--- src/rtl/spi_sram_slave.sv ---
// spi_sram_slave
//   SPI mode-0 slave front end for a byte-wide SRAM (23LC1024-style command
//   set: READ 0x03, WRITE 0x02, RDMR 0x05, WRMR 0x01). The SPI pins are
//   oversampled in the clk domain. clk must run at least 8x SCLK.
//
//   Optional build macro: SPI_HOLD_EN. When it is defined, a low spi_hold_n
//   with CS active freezes the transfer. When it is undefined, spi_hold_n is
//   ignored.
//
// Ports
//   clk, rst_n          system clock, asynchronous active-low reset
//   spi_cs_n, spi_sclk  SPI chip select (active low), SPI clock
//   spi_mosi, spi_miso  serial data in / out (MSB first)
//   spi_hold_n          HOLD input (active low)
//   spi_miso_oe         MISO output enable for the pad tristate
//   mem_addr            memory byte address
//   mem_wdata, mem_we   write data and one-clk write strobe
//   mem_re, mem_rdata   one-clk read strobe; data returns one clk later
//   mode                mode register: 00 byte, 10 page, 01 sequential
module spi_sram_slave #(
  parameter int ADDR_W      = 17,
  parameter int SYNC_STAGES = 2
) (
  input  logic              clk,
  input  logic              rst_n,
  input  logic              spi_cs_n,
  input  logic              spi_sclk,
  input  logic              spi_mosi,
  input  logic              spi_hold_n,
  output logic              spi_miso,
  output logic              spi_miso_oe,
  output logic [ADDR_W-1:0] mem_addr,
  output logic [7:0]        mem_wdata,
  output logic              mem_we,
  output logic              mem_re,
  input  logic [7:0]        mem_rdata,
  output logic [1:0]        mode
);

  localparam logic [2:0] ST_IDLE    = 3'd0;
  localparam logic [2:0] ST_CMD     = 3'd1;
  localparam logic [2:0] ST_ADDR    = 3'd2;
  localparam logic [2:0] ST_RD_DATA = 3'd3;
  localparam logic [2:0] ST_WR_DATA = 3'd4;
  localparam logic [2:0] ST_RDMR    = 3'd5;
  localparam logic [2:0] ST_WRMR    = 3'd6;
  localparam logic [2:0] ST_IGNORE  = 3'd7;

  localparam logic [1:0] MODE_BYTE = 2'b00;
  localparam logic [1:0] MODE_PAGE = 2'b10;
  localparam logic [1:0] MODE_SEQ  = 2'b01;

  logic [SYNC_STAGES-1:0] cs_sync, sclk_sync, mosi_sync, hold_sync;
  logic                   cs_q, sclk_q;
  logic                   cs_s, sclk_s, mosi_s, hold_s, hold_act;
  logic                   cs_fall, cs_rise, sclk_rise, sclk_fall;
  logic [2:0]             state;
  logic [4:0]             bit_cnt;
  logic [7:0]             rx_sr, rx_next, tx_sr;
  logic                   is_read, last_bit, ld_vld_p1, miso_q;

  // Sequential wraps at the top of the array; page wraps inside the
  // 32-byte page; byte mode never reaches a second access.
  function automatic logic [ADDR_W-1:0] next_addr(input logic [ADDR_W-1:0] a,
                                                  input logic [1:0]        m);
    if (m == MODE_PAGE) next_addr = {a[ADDR_W-1:5], a[4:0] + 5'd1};
    else                next_addr = a + ADDR_W'(1);
  endfunction

  // Input synchronizers (reset to the idle pin levels) and edge history
  always_ff @(posedge clk or negedge rst_n) begin
    if (!rst_n) begin
      cs_sync   <= '1;
      sclk_sync <= '0;
      mosi_sync <= '0;
      hold_sync <= '1;
      cs_q      <= 1'b1;
      sclk_q    <= 1'b0;
    end else begin
      cs_sync   <= (cs_sync << 1)   | SYNC_STAGES'(spi_cs_n);
      sclk_sync <= (sclk_sync << 1) | SYNC_STAGES'(spi_sclk);
      mosi_sync <= (mosi_sync << 1) | SYNC_STAGES'(spi_mosi);
      hold_sync <= (hold_sync << 1) | SYNC_STAGES'(spi_hold_n);
      cs_q      <= cs_s;
      sclk_q    <= sclk_s;
    end
  end

  assign cs_s   = cs_sync[SYNC_STAGES-1];
  assign sclk_s = sclk_sync[SYNC_STAGES-1];
  assign mosi_s = mosi_sync[SYNC_STAGES-1];
  assign hold_s = hold_sync[SYNC_STAGES-1];

`ifdef SPI_HOLD_EN
  assign hold_act = ~hold_s & ~cs_s;
`else
  assign hold_act = 1'b0 & ~hold_s;
`endif

  // While HOLD is active, SCLK edges are swallowed, so every register keeps
  // its value and the transfer resumes exactly where it stopped.
  assign cs_fall   = cs_q & ~cs_s;
  assign cs_rise   = ~cs_q & cs_s;
  assign sclk_rise = ~sclk_q & sclk_s & ~cs_s & ~hold_act;
  assign sclk_fall = sclk_q & ~sclk_s & ~cs_s & ~hold_act;
  assign rx_next   = {rx_sr[6:0], mosi_s};
  assign last_bit  = (bit_cnt == 5'd7);

  always_ff @(posedge clk or negedge rst_n) begin
    if (!rst_n) begin
      state       <= ST_IDLE;
      bit_cnt     <= '0;
      rx_sr       <= '0;
      tx_sr       <= '0;
      is_read     <= 1'b0;
      ld_vld_p1   <= 1'b0;
      miso_q      <= 1'b0;
      spi_miso_oe <= 1'b0;
      mem_addr    <= '0;
      mem_wdata   <= '0;
      mem_we      <= 1'b0;
      mem_re      <= 1'b0;
      mode        <= MODE_SEQ;
    end else begin
      mem_we    <= 1'b0;
      mem_re    <= 1'b0;
      ld_vld_p1 <= mem_re;
      // Address advances in the clk after a write strobe.
      if (mem_we) mem_addr <= next_addr(mem_addr, mode);

      if (cs_rise) begin
        state   <= ST_IDLE;
        bit_cnt <= '0;
      end else begin
        case (state)
          ST_IDLE: begin
            if (cs_fall) begin
              state   <= ST_CMD;
              bit_cnt <= '0;
            end
          end
          ST_CMD: begin
            if (sclk_rise) begin
              rx_sr   <= rx_next;
              bit_cnt <= bit_cnt + 5'd1;
              if (last_bit) begin
                bit_cnt <= '0;
                case (rx_next)
                  8'h03:   begin state <= ST_ADDR; is_read <= 1'b1; end
                  8'h02:   begin state <= ST_ADDR; is_read <= 1'b0; end
                  8'h05:   begin state <= ST_RDMR; tx_sr <= {mode, 6'b0}; end
                  8'h01:   state <= ST_WRMR;
                  default: state <= ST_IGNORE;
                endcase
              end
            end
          end
          ST_ADDR: begin
            // Shifting into an ADDR_W-wide register drops the unused upper bits.
            if (sclk_rise) begin
              mem_addr <= {mem_addr[ADDR_W-2:0], mosi_s};
              bit_cnt  <= bit_cnt + 5'd1;
              if (bit_cnt == 5'd23) begin
                bit_cnt <= '0;
                if (is_read) begin
                  state  <= ST_RD_DATA;
                  mem_re <= 1'b1;
                end else begin
                  state  <= ST_WR_DATA;
                end
              end
            end
          end
          ST_RD_DATA: begin
            if (sclk_fall) begin
              miso_q <= tx_sr[7];
              tx_sr  <= {tx_sr[6:0], 1'b0};
            end
            if (sclk_rise) begin
              bit_cnt <= bit_cnt + 5'd1;
              if (last_bit) begin
                bit_cnt <= '0;
                if (mode == MODE_BYTE) begin
                  state <= ST_IGNORE;
                end else begin
                  mem_addr <= next_addr(mem_addr, mode);
                  mem_re   <= 1'b1;
                end
              end
            end
          end
          ST_WR_DATA: begin
            if (sclk_rise) begin
              rx_sr   <= rx_next;
              bit_cnt <= bit_cnt + 5'd1;
              if (last_bit) begin
                bit_cnt   <= '0;
                mem_wdata <= rx_next;
                mem_we    <= 1'b1;
                if (mode == MODE_BYTE) state <= ST_IGNORE;
              end
            end
          end
          ST_RDMR: begin
            if (sclk_fall) begin
              miso_q <= tx_sr[7];
              tx_sr  <= {tx_sr[6:0], 1'b0};
            end
            if (sclk_rise) begin
              bit_cnt <= bit_cnt + 5'd1;
              if (last_bit) begin
                bit_cnt <= '0;
                tx_sr   <= {mode, 6'b0};
              end
            end
          end
          ST_WRMR: begin
            if (sclk_rise) begin
              rx_sr   <= rx_next;
              bit_cnt <= bit_cnt + 5'd1;
              if (last_bit) begin
                bit_cnt <= '0;
                mode    <= rx_next[7:6];
                state   <= ST_IGNORE;
              end
            end
          end
          ST_IGNORE: ;
          default: state <= ST_IDLE;
        endcase
      end

      // Read data (one clk after mem_re) wins over any shift in the same clk.
      if (ld_vld_p1 && state == ST_RD_DATA) tx_sr <= mem_rdata;

      spi_miso_oe <= (state == ST_RD_DATA || state == ST_RDMR) &&
                     !cs_s && !hold_act && !cs_rise;
    end
  end

  assign spi_miso = miso_q & spi_miso_oe;

endmodule

--- config.mk ---
export PLATFORM = sky130hd
export DESIGN_NAME = spi_sram_slave
export DESIGN_NICKNAME = d
export VERILOG_FILES = /design/src/rtl/spi_sram_slave.sv
export SDC_FILE = /design/constraint.sdc
export NUM_CORES = 1
export LEC_CHECK = 0
export ABC_AREA = 1
export BUFFER_PORTS_ARGS = -buffer_cell sky130_fd_sc_hd__buf_2
export CAP_MARGIN = 20
export CORE_MARGIN = 2
export CORE_UTILIZATION = 30
export DETAILED_ROUTE_END_ITERATION = 16
export HOLD_SLACK_MARGIN = 0.02
export PLACE_DENSITY = 0.43
export SETUP_SLACK_MARGIN = 0.05
export SYNTH_ARGS = -nofsm -noshare
export SYNTH_HDL_FRONTEND = slang
export SYNTH_SLANG_ARGS = --single-unit
--- constraint.sdc ---
create_clock -name clk -period 2.2 [get_ports clk]
set_input_delay 0.44 -clock clk [delete_from_list [all_inputs] [get_ports clk]]
set_output_delay 0.44 -clock clk [all_outputs]
set_load 0.01 [all_outputs]
==> results of run 1 <==
## repair_timing
item                                    CTS  global route
hold endpoints to repair                  0             0
endpoints found under the setup margin    0            10
gates resized for setup                   0             5
setup buffers                             0             0
## synth_stat cells, drive strengths merged, types with 2 or more instances
master and instances:
nand2 239, inv 69, dfrtp 60, o21ai 57, nand3 52, nor2 45
a21oi 29, buf 12, o211ai 11, clkbuf 8, nor3 8, xor2 6
nand4 5, dfstp 4, ha 3, xnor2 3, a31oi 2, and2 2
## cells by family after synthesis
logic type | Yosys count
mux | 2
compound gates | 103
xor+xnor | 9
flops | 64
fa+ha+maj | 3
simple gates | 353
buf+inv | 90
## where the power goes
group / total [mW] / switching [mW] / internal, mW
registers: 1.73 / 0.313 / 1.42
clock network: 1.84 / 0.579 / 1.26
logic: 2.12 / 1.38 / 0.741
## sequential cells by signal, indices dropped and copies added (netlist names), 2 cells and up
name / count
rx_sr: 7
sclk_sync: 2
cs_sync: 2
bit_cnt: 5
tx_sr: 8
mem_addr: 17
mode: 2
state: 3
mem_wdata: 8
mosi_sync: 2
## layer usage
metal	vias to the layer above	wire (µm)	global-route usage
met5	-	0	0
met3	20	439	0.0364
met4	0	250	0.0739
met2	72	5910	0.298
met1	1895	5800	0.224
li1	2103	-	-
## final timing paths
| path | from | to | cells past startpoint |
|---|---|---|---|
| max | mem_addr[1] | mem_addr[16] | 13 |
| min reg2reg | sclk_sync[0] | sclk_sync[1] | 0 |
| min | rst_n | mem_addr[11] | 2 |
| max reg2reg | mem_addr[1] | mem_addr[16] | 13 |
| max in group asynchronous | rst_n | cs_sync[1] | 2 |
| min in group clk | spi_cs_n | cs_sync[0] | 1 |
## worst max-delay path: cells and delay by family (launching register included)
kind / cells / cell delay [ns]
adders and majority gates: 1 / 0.21
DFF: 1 / 0.43
and+or+nand+nor: 12 / 1.21
## layout make-up
class | instances | share of cell area
multi-input combinational | 470 | 0.447
clock inverter | 6 | 0.0268
timing repair buffer | 60 | 0.0693
tap | 180 | 0.0439
clock buffer | 10 | 0.0466
inverter | 70 | 0.0524
sequential | 64 | 0.314
## through the flow
stage	util	worst slack, ns
after floorplan	-	0.501
after global placement	0.342	0.235
after detailed placement	0.342	0.162
after CTS	0.369	0.100
after global routing	0.370	0.0964
final	0.370	0.297
==> out/qor.csv, run 1 <==
stage;metric;value;unit
worst_setup_path;crit path max fanout;6;
timing;clk_skew;0.00818;ns
worst_setup_path;Critical Path Slowest Stage Cell;dfrtp_2;
yosys;Synth Area in Compound Gates;0.135;
worst_setup_path;CP max stage delay;0.43;ns
clock_network;clock slew at reported path FFs;0.06;ns
clock_network;CTS buffer count;9;
yosys;Post-Syn Area per Cell;6.85;µm²
cells_and_area;share of layout cells above drive strength 1;0.185;
cells_and_area;# fillers;1545;
worst_setup_path;Worst EP arrival;2.18;ns
timing;Final Cycle Share;0.865;
placed_design;gp weighted congestion;0.870;
grt;first-pass GRT wire length;20900;µm
routing;DRC Markers;0;
grt;largest net degree at the start of global routing;65;
timing;RSZ-0062 raised after global routing;no;
yosys;xor/xnor cell area share of the yosys netlist;0.0184;
status;outcome;complete, no violations;
min_path;Min-Delay Path Class;in2async;
cells_and_area;area of the multi-input gates;2290;µm²
yosys;Yosys reg bits;64;
grt;GRT Util Overall;0.178;
yosys;Synth top area share;0.351;
routing;DRT Pass-1 Iters;4;
worst_setup_path;Crit Path Class;reg2reg;
timing;Min Hold Slack;0.116;ns
clock_network;TritonCTS clock tree;yes;
yosys;Seq/Total Area, Yosys;0.376;
grt;initial antenna violation count;0;
power_and_ir_drop;total power;5.69;mW
clock_network;H-tree levels;3;
routing;Total Wirelength;12400;µm
yosys;Gate Count Post-Synth;624;
yosys;Synth Area in Simple Gates;0.368;
cells_and_area;most frequent cells in the layout;228 x nand2_1, 61 x inv_1, 58 x dfrtp_1, 47 x o21ai_0, 46 x nand3_1;
floorplan;Die W;123;µm
floorplan;Die Y;123;µm
clock_network;CTS Root Cell;clkbuf_16;
yosys;Yosys cell types;42;
routing;Initial DRC Count;244;
timing;fmax;0.525;GHz
yosys;Yosys top cell by area;dfrtp_1;
cells_and_area;commonest non-fill, non-tap cell in the layout;nand2_1;
placed_design;placed inst area;4740;µm²
routing;post-DR wirelength/cell;14.4;µm
placed_design;DP HPWL;8750;µm
worst_setup_path;R2R setup slack;0.30;ns
floorplan;die area;15200;µm²
power_and_ir_drop;maximum vdd drop;0.632;mV
cells_and_area;fin cells;860;
yosys;Syn Nets;641;
yosys;Syn. warnings;0;
worst_setup_path;Required @ worst endpoint;2.48;ns
placed_design;placed insts;844;
cells_and_area;area added between synthesis and finish;20.0;%
floorplan;I/O pin total;45;
yosys;asr flop ratio synth;1.00;
timing;setup TNS;0;ns
routing;vias;4090;
timing;Final Critical Period;1.90;ns
cells_and_area;design area;5130;µm²
yosys;main combinational cell family by area after synthesis;simple AND/OR/NAND/NOR gates;
grt;number of global-route vias before repair;4109;
floorplan;row cnt;43;
clock_network;# hold bufs at CTS;0;
clock_network;worst skew pair latency;0.34;ns
clock_network;Clock Path Buffers;2;
placed_design;port buffer count;43;
routing;antenna viol nets, final;0;
floorplan;Initial Utilization;0.308;
worst_setup_path;Top cell by count, worst path;nand2_1;
clock_network;Sink Count;64;
grt;Overflow after GRT;0;
yosys;ys flop type;dfrtp_1;
cells_and_area;nets;692;
yosys;mux cell area share after synthesis;0.00498;
routing;vias per cell;4.76;
worst_setup_path;cells along the critical path;ha_1 > nand2_1 > nor2_2 > nand2_1 > nor2_2 > nand3_1 > nand2_1 > nand2_1 > nand3_1 > nand2_1 > nand2_1 > nand2_1 > nand2_1;
yosys;Post-Synth Adder-Cell Area;0.00878;
timing;slew margin rel.;0.701;
power_and_ir_drop;LEAKAGE;2.66;nW
timing;Hold Violations, Final;0;
flow_run;max-cap violations;0;
yosys;ranking of synthesized cells by area;dfrtp_1 35%, nand2_1 20%, o21ai_0 5.5%;
timing;worst slew pin tran;0.447;ns
timing;Slew Viols, Final;0;
cells_and_area;diode count;0;
cells_and_area;register area;1610;µm²
worst_setup_path;CP Capture Type;register;
timing;Final setup viols;0;
power_and_ir_drop;Pwr Density;1110;nW/µm²
yosys;Post-synth EDFFs;0;
floorplan;Floorplan Core Area;13900;µm²
yosys;Cell Area, Synth;4280;µm²
worst_setup_path;startpoint types;register;
(Power assumes the default switching activity.)
==> inputs of run 2 (changes only) <==
Settings changed: CORE_UTILIZATION 30 to 60, PLACE_DENSITY 0.43 to 0.78.
Clock period 2.2 ns to 2.3 ns, I/O delays scaled along.
==> run 2 against run 1 <==
  * Critical path depth decreased by 1
  * Sequential share of layout area increased by 2.2 points
  * Critical path type unchanged
  * Global-route usage increased by 12 points
  * Non-clock buffer count decreased by 6
  * Final cell count decreased by 11%
  * Critical endpoint is now tx_sr[7]
==> out/qor.csv, run 2 (synthesized netlist as in run 1, its figures left out) <==
stage;metric;value;unit;change
routing;DRT Pass-1 Iters;5;;+1
timing;Hold Violations, Final;0;;unchanged
clock_network;worst skew pair latency;0.35;ns;about the same
worst_setup_path;startpoint types;register;;
cells_and_area;nets;686;;-0.87%
floorplan;Initial Utilization;0.626;;+0.318
timing;Final setup viols;0;;unchanged
cells_and_area;core utilization of the finished layout;0.701;;+0.331
worst_setup_path;crit path max fanout;14;;+8
cells_and_area;most frequent cells in the layout;229 x nand2_1, 61 x inv_1, 60 x dfrtp_1, 47 x o21ai_0, 46 x nand3_1;;
placed_design;DP Worst Slack;0.294;ns;+0.132 ns
min_path;Min-Delay Path Class;in2async;;
clock_network;CTS buffer count;9;;unchanged
power_and_ir_drop;Pwr Density;970;nW/µm²;-13%
grt;GRT Util Overall;0.296;;+0.117
timing;slew margin rel.;0.594;;-0.108
cells_and_area;max reg flops;17;;unchanged
timing;worst slew pin tran;0.609;ns;+0.162 ns
cells_and_area;commonest non-fill, non-tap cell in the layout;nand2_1;;
clock_network;clock slew at reported path FFs;0.08;ns;+0.02 ns
power_and_ir_drop;LEAKAGE;2.54;nW;-4.3%
cells_and_area;design area;4790;µm²;-6.7%
clock_network;CTS Root Cell;clkbuf_8;;
placed_design;DP HPWL;7610;µm;-13%
routing;vias;4207;;+2.9%
timing;setup TNS;0;ns;unchanged
routing;Initial DRC Count;437;;+79%
placed_design;placed inst area;4590;µm²;-3.2%
power_and_ir_drop;maximum vdd drop;0.645;mV;+2.2%
timing;Final Critical Period;2.03;ns;+0.126 ns
timing;setup ws final;0.270;ns;-0.0262 ns
routing;Total Wirelength;10700;µm;-13%
worst_setup_path;Required @ worst endpoint;2.58;ns;+0.10 ns
clock_network;# hold bufs at CTS;0;;unchanged
floorplan;I/O pin total;45;;unchanged
grt;Overflow after GRT;0;;unchanged
cells_and_area;Top reg by flops;mem_addr;;
cells_and_area;diode count;0;;unchanged
timing;Final Cycle Share;0.882;;+0.0173
placed_design;port buffer count;43;;unchanged
routing;DRC Markers;0;;unchanged
status;outcome;complete, no violations;;
cells_and_area;fin cells;769;;-11%
power_and_ir_drop;total power;4.64;mW;-18%
floorplan;Die W;88.4;µm;-28%
routing;vias per cell;5.47;;+15%
clock_network;Clock Path Buffers;2;;unchanged
cells_and_area;# fillers;617;;-60%
cells_and_area;area added between synthesis and finish;12.0;%;
grt;number of global-route vias before repair;3946;;-4.0%
grt;initial antenna violation count;0;;unchanged
grt;first-pass GRT wire length;18000;µm;-14%
floorplan;Floorplan Core Area;6830;µm²;-51%
timing;clk_skew;0.0169;ns;+0.00870 ns
routing;antenna viol nets, final;0;;unchanged
clock_network;Sink Count;64;;unchanged
placed_design;placed insts;754;;-11%
cells_and_area;area of the multi-input gates;2290;µm²;-0.33%
cells_and_area;share of layout cells above drive strength 1;0.169;;-0.0159
timing;Slew Viols, Final;0;;unchanged
cells_and_area;Regs by FF count;mem_addr: 17 flops, mem_wdata: 8 flops, tx_sr: 8 flops;;
cells_and_area;register area;1610;µm²;-0.16%
clock_network;post_cts resized;0;;unchanged
floorplan;row cnt;30;;-30%
flow_run;max-cap violations;0;;unchanged
worst_setup_path;Crit Path Class;reg2reg;;
grt;largest net degree at the start of global routing;41;;-37%
floorplan;Die Y;88.4;µm;-28%
timing;Min Hold Slack;0.113;ns;-0.00346 ns
worst_setup_path;Worst EP arrival;2.31;ns;+0.13 ns
timing;RSZ-0062 raised after global routing;no;;
placed_design;gp weighted congestion;0.984;;+13%
floorplan;die area;7820;µm²;-49%
clock_network;TritonCTS clock tree;yes;;
clock_network;H-tree levels;3;;unchanged
routing;post-DR wirelength/cell;14.0;µm;-3.1%
worst_setup_path;CP Capture Type;register;;
clock_network;post-CTS setup buffers;0;;unchanged
timing;fmax;0.493;GHz;-6.2%
[run 2: power by group]
part	internal, mW	switching [mW]	leakage [nW]	total (mW)
Sequential	1.35	0.301	0.844	1.65
Clock	0.553	0.442	0.0985	0.995
Combinational	0.690	1.30	1.60	1.99
Total	2.60	2.05	2.54	4.64
[run 2: layer usage]
metal	part of all wire	GRT usage	vias up
met3	0.069	0.0513	23
met1	0.43	0.388	1928
li1	-	-	2091
met4	0.021	0.129	0
met2	0.48	0.483	165
met5	0	0	-
[run 2: final timing paths]
| kind | from | to | slack [ns] | cells after the start |
|---|---|---|---|---|
| worst min register to register | sclk_sync[0] | sclk_sync[1] | 0.35 | 0 |
| min in group clk | spi_cs_n | cs_sync[0] | 0.22 | 1 |
| worst min-delay path | rst_n | mem_addr[12] | 0.11 | 1 |
| worst max register to register | state[1] | tx_sr[7] | 0.27 | 12 |
| worst max-delay path | state[1] | tx_sr[7] | 0.27 | 12 |
| max in group asynchronous | rst_n | cs_sync[1] | 1.48 | 2 |
[run 2: layout make-up]
cell class              count  area share
repair buffers             54      0.0648
clock inverters             3     0.00888
well taps                  96      0.0251
flip-flops and latches     64       0.336
inverters                  70      0.0557
multi-input cells         470       0.478
clock buffers              12      0.0324
[run 2: worst max-delay path: stages, from the launching register on]
cell and delay (ns):
dfrtp_1 0.47, inv_2 0.11, nor2_4 0.14, nand2_4 0.15
inv_4 0.22, nand2_2 0.12, inv_2 0.22, a211oi_2 0.08
nor2_4 0.16, nand2_4 0.10, inv_2 0.09, nand2_1 0.06
nand2_1 0.06
